## config.mk

```make
export PLATFORM = sky130hd
export DESIGN_NAME = ras
export DESIGN_NICKNAME = d
export VERILOG_FILES = /design/src/rtl/ras.sv
export SDC_FILE = /design/constraint.sdc
export NUM_CORES = 1
export LEC_CHECK = 0
export CAP_MARGIN = 20
export CORE_MARGIN = 2
export CORE_UTILIZATION = 40
export DETAILED_ROUTE_END_ITERATION = 6
export GPL_TIMING_DRIVEN = 0
export PLACE_DENSITY = 0.7
export SETUP_SLACK_MARGIN = 0.1
export SLEW_MARGIN = 15
export SYNTH_ARGS = -nofsm -noshare
export SYNTH_HDL_FRONTEND = slang
export SYNTH_SLANG_ARGS = --single-unit
```

## constraint.sdc

```tcl
create_clock -name CLK -period 4.2 [get_ports CLK]
set_input_delay 0.63 -clock CLK [delete_from_list [all_inputs] [get_ports CLK]]
set_output_delay 0.63 -clock CLK [all_outputs]
set_load 0.02 [all_outputs]
```

## src/rtl/ras.sv

```systemverilog
// Return address stack: circular buffer of link targets with checkpoint restore.
// Top-of-stack and occupancy are driven purely from registered state.
module ras #(
    parameter int unsigned RAS_ENTRIES      = 8,
    parameter int unsigned RAS_INDEX_WIDTH  = $clog2(RAS_ENTRIES),
    parameter int unsigned RAS_TARGET_WIDTH = 31
) (
    input  logic                        CLK,
    input  logic                        RST,
    input  logic                        link_valid,
    input  logic                        link_push,
    input  logic                        link_pop,
    input  logic [RAS_TARGET_WIDTH-1:0] link_push_target,
    output logic                        ret_valid,
    output logic [RAS_TARGET_WIDTH-1:0] ret_target,
    output logic [RAS_INDEX_WIDTH-1:0]  ras_index,
    output logic [RAS_INDEX_WIDTH:0]    ras_count,
    input  logic                        restore_valid,
    input  logic [RAS_INDEX_WIDTH-1:0]  restore_index,
    input  logic [RAS_INDEX_WIDTH:0]    restore_count
);

    localparam logic [RAS_INDEX_WIDTH:0] MaxCount = (RAS_INDEX_WIDTH+1)'(RAS_ENTRIES);
    localparam logic [RAS_INDEX_WIDTH:0] OneCount = (RAS_INDEX_WIDTH+1)'(1);

    logic [RAS_TARGET_WIDTH-1:0] stack_q [RAS_ENTRIES];
    logic [RAS_INDEX_WIDTH-1:0]  index_q, index_d;
    logic [RAS_INDEX_WIDTH:0]    count_q, count_d;
    logic                        wr_en;
    logic [RAS_INDEX_WIDTH-1:0]  wr_addr;

    always_comb begin
        index_d = index_q;
        count_d = count_q;
        wr_en   = 1'b0;
        wr_addr = index_q;
        if (restore_valid) begin
            // Restore wins; any link action this cycle is dropped.
            index_d = restore_index;
            count_d = (restore_count > MaxCount) ? MaxCount : restore_count;
        end else if (link_valid) begin
            if (link_push && link_pop) begin
                // Return-then-call replaces the top in place.
                wr_en = 1'b1;
                if (count_q == '0) begin
                    count_d = OneCount;
                end
            end else if (link_push) begin
                wr_en   = 1'b1;
                wr_addr = index_q + 1'b1;
                index_d = index_q + 1'b1;
                if (count_q != MaxCount) begin
                    count_d = count_q + 1'b1;
                end
            end else if (link_pop && (count_q != '0)) begin
                index_d = index_q - 1'b1;
                count_d = count_q - 1'b1;
            end
        end
    end

    always_ff @(posedge CLK) begin
        if (RST) begin
            index_q <= '0;
            count_q <= '0;
            for (int i = 0; i < int'(RAS_ENTRIES); i++) begin
                stack_q[i] <= '0;
            end
        end else begin
            index_q <= index_d;
            count_q <= count_d;
            if (wr_en) begin
                stack_q[wr_addr] <= link_push_target;
            end
        end
    end

    assign ret_valid  = (count_q != '0);
    assign ret_target = stack_q[index_q];
    assign ras_index  = index_q;
    assign ras_count  = count_q;

endmodule

```

== After elaboration in Yosys (flattened, before gate mapping) ==
Memories as Yosys holds them, arrays and structs flattened. A register that Yosys moved wholly into a read port is not among the register bits.
Cells that the tools add are included.

* Multiply operators: 0
* Reduce and logical (&&, ||, !) cells: 10
* Add/sub/neg operators: 4
* Bitwise logic cells: 0
* Order comparisons: 1
* Div/mod/pow operators: 0
* Muxes and demuxes: 31
* Shift-type cells: 0
* Equal/unequal tests: 4

{| class="wikitable"
|+ Operators by type and width
! operator !! count
|-
| 2-to-1 mux 3 bit || 12
|-
| 2-to-1 mux 4 bit || 8
|-
| 2-to-1 mux 31 bit || 1
|-
| OR reduction 31 bit || 1
|-
| 2-to-1 mux 1 bit || 10
|-
| nonzero test 4 bit || 2
|-
| adder 4 x 1 -> 4 bit (second input constant) || 1
|-
| > comparator 4 bit (second input constant) || 1
|-
| zero test 4 bit || 1
|-
| inequality test 4 x 1 -> 1 bit (second input constant) || 1
|-
| inequality test 4 bit (second input constant) || 1
|-
| AND reduction 4 bit || 1
|-
| subtractor 4 x 1 -> 4 bit (second input constant) || 1
|-
| adder 3 x 1 -> 3 bit (second input constant) || 1
|-
| inequality test 3 x 2 -> 1 bit (second input constant) || 1
|-
| AND reduction 3 bit || 1
|-
| nonzero test 3 bit || 1
|-
| subtractor 3 x 1 -> 3 bit (second input constant) || 1
|-
| logical AND 1 bit || 2
|-
| inequality test 2 bit (second input constant) || 1
|-
| nonzero test 2 bit || 1
|}

* Bits in latches: 0
* Memory bits (writable): 248
* Register bits after elaboration: 7
* Bits in read-only memories: 0
* Memories kept: 1

{| class="wikitable"
|+ Memories
! name !! depth !! bits a word !! rd ports !! clocked after memory_dff !! wr ports !! line !! text
|-
| stack_q || 8 || 31 || 1 || 1 || 8 || 26 || <nowiki>logic [RAS_TARGET_WIDTH-1:0] stack_q [RAS_ENTRIES];</nowiki>
|}

== Depth between registers and ports, before layout ==
* Word-level depth: 9
* Mapped depth: 8
* Mapped depth without buffers: 6

== Least setup slack after synthesis ==
OpenSTA, ideal clock, no wires.

* Kind: input-to-reg
* Start: input restore_valid
* End: memory stack_q[0][0], enable pin
* Path slack: 0.516 ns
* Path buffers: 2
* Stages on the path: 6
* Data arrival time: 3.259 ns
* Path through: buf_4 and4bb_4 mux2i_4 nand3_2 buf_4 o21bai_1

{| class="wikitable"
|+ RTL lines
! what !! line !! text
|-
| start, declared || 18 || <nowiki>input logic restore_valid,</nowiki>
|-
| end, declared || 26 ||
|}

==> results.json <==
{
  "wl_per_cell_microns": 23.6,
  "cts_tree": "yes",
  "synth_edf_count": 248,
  "min_period_ps": 3860,
  "crit_buf_inv": 3,
  "drv_cap": 0,
  "antenna_found_initial": 0,
  "worst_clock_skew_ps": 22.9,
  "slowest_delay_ps": 560,
  "antenna_cells": 0,
  "worstSetupPathType": "reg2out",
  "drtIter0Drc": 890,
  "ys_seq_elements": 258,
  "setup_viol": 0,
  "power_mw": 6.26,
  "num_rows": 63,
  "hold_path_class": "reg2reg",
  "synth_cells": 800,
  "first_global_vias": 7949,
  "ys_top_cells_by_area": "edfxtp_1 61%, mux4_2 11%, nor3_1 8.8%",
  "crit_family": "buffers and inverters",
  "drcViolationCount": 0,
  "die_h_microns": 178,
  "cts_root_buf": "clkbuf_16",
  "syn_to_final_growth_pct": 20.4,
  "drv_slew": 0,
  "synth.most_common_cell": "edfxtp_1",
  "power_density_mw_per_mm2": 427,
  "outcome": "finished clean",
  "multi_input_area_sq_mm": 0.00399,
  "num_vias": 7721,
  "fp.coreArea_sq_mm": 0.0298,
  "synth_nets": 851,
  "yosys-top-cells-count": "248 x edfxtp_1, 214 x nor3_1, 62 x mux4_2",
  "track_usage_pct": 20.2,
  "leakage_nw": 4.67,
  "synth_area_leader_cell": "edfxtp_1",
  "slew_headroom_pct": 41.9,
  "cts.sinks": 258,
  "ios": 83,
  "register_area_sq_mm": 0.00765,
  "layout.nets": 968,
  "fin_crit_sh_pct": 91.9,
  "cp_max_fo": 10,
  "layout-drive-gt1-share_pct": 26.7,
  "grt_overflow": 0,
  "synth_cell_types": 56,
  "clk_pin_slew_ps": 60,
  "htreeDepth": 1,
  "dp_hpwl_microns": 20500,
  "viasPerCell": 5.82,
  "grt_pass1_wl_microns": 48100,
  "avgSynthCellArea_sq_um": 15.2,
  "async_flop_share_pct": 0,
  "syn-cell-area_sq_mm": 0.0122,
  "ys.flop_type": "edfxtp_1",
  "netlist.area_leader.share_pct": 61.2,
  "finish.utilization_pct": 49.1,
  "clk-insertion-delay-late_ps": 540,
  "max_freq_mhz": 259,
  "antenna_left": 0,
  "die_w_microns": 178,
  "wl_microns": 31400,
  "endpoint_kind": "output port",
  "cts-hold-fix-buffers": 0,
  "place_congestion": 0.844,
  "worstPathCellList": "clkbuf_1 > buf_2 > mux4_2 > mux2_2 > clkdlybuf4s50_1",
  "ir_drop_v": 0.000297,
  "critPathSlowestCell": "mux4_2",
  "seq_area_frac_synth_pct": 62.9,
  "ys.warnings.count": 0,
  "r2r_start": "ras_index[0]",
  "tightest_slew_ps": 872,
  "min_from": "ras_count[0]",
  "rsz0062_at_grt": "no",
  "die-area_sq_mm": 0.0318,
  "dp.cells": 1278,
  "worstPathRequired_ps": 3570,
  "cts_setup_buffers": 0,
  "numCtsBuffers": 27,
  "fillCellCount": 2522,
  "final_cell_count_no_fill": 1327,
  "cts_buffer_depth": 3,
  "ctsResizeCount": 0,
  "worstPathArrival_ps": 3230,
  "grt_max_degree": 22,
  "placed_cell_area_sq_mm": 0.0137,
  "dr.pass1.iters": 5,
  "initial_core_util_pct": 40.8,
  "fin_area_sq_mm": 0.0146,
  "finalHoldViolations": 0,
  "io_buffers": 80,
  "start_kind": "flip-flop"
}
-- routing by layer --
metal	track usage, %	part of all wire [%]	up-vias
met1	26.8	40	3908
met4	5.86	2.3	0
met5	0	0	-
met3	4.48	8.4	54
met2	33.3	49	362
li1	-	-	3397
-- final cells by class --
| class | instances | share of cell area [%] |
|---|---|---|
| Buffer | 75 | 3.17 |
| Clock buffer | 28 | 4.64 |
| Inverter | 40 | 1.03 |
| Tap cell | 390 | 3.33 |
| Sequential cell | 258 | 52.2 |
| Timing Repair Buffer | 88 | 6.87 |
| Clock inverter | 21 | 1.45 |
| Multi-Input combinational cell | 427 | 27.3 |
-- cells in the final DEF (no fill, tap or decap), drive strengths merged, types with 4 or more instances in the layout --
cell type,Yosys,final
mux2,32,32
buf,53,61
mux4,62,62
o21bai,8,8
nand3,6,6
nor3,254,254
clkinv,31,47
a211oi,4,4
bufinv,0,4
clkbuf,22,50
ha,6,6
edfxtp,248,248
clkdlybuf4s50,0,80
a21oi,4,4
nand2,5,5
dfxtp,10,10
inv,9,10
-- worst min-delay path, stage by stage (launching register included) --
cell and delay (ps):
dfxtp_1 370, nand3_1 90, a21oi_1 50
-- where the power goes --
group          switching (mW)  leakage, nW  total [mW]  internal, mW
clock                    1.02        0.440        2.44          1.42
combinational           0.501         1.56       0.872         0.371
sequential             0.0381         2.67        2.95          2.91
total                    1.56         4.67        6.26          4.70
-- sequential cells by signal (all words and copies together), names as in the netlist, named ones only --
register   count
ras_index      3
stack_q      248
ras_count      4
-- final timing paths --
path	end	slack, ps	depth (start not counted)
worst max-delay path	ret_target[1]	340	5
worst min-delay path	ras_count[0]	560	2
worst max register to register	stack_q[6][10]	1200	8
worst min register to register	ras_count[0]	560	2
-- kinds of logic (layout without fill, tap and decap cells) --
| group | count (synthesis) | after routing | synth area share, % |
|---|---|---|---|
| compound gates | 37 | 37 | 2.46 |
| xor+xnor | 4 | 4 | 0.288 |
| fa+ha+maj | 7 | 7 | 0.782 |
| buf+inv | 115 | 252 | 5.05 |
| flops | 258 | 258 | 62.9 |
| mux | 96 | 96 | 14.7 |
| simple gates | 283 | 283 | 13.8 |
-- per-stage QoR --
stage	setup TNS (ps)	hold WS [ps]	setup WS (ps)
floorplan	0	603	516
global placement	-418440	559	-1830
detailed placement	0	557	107
CTS	0	567	315
global route	0	595	173
finish	0	560	342
Note: power is estimated with default switching activity, not from simulation.
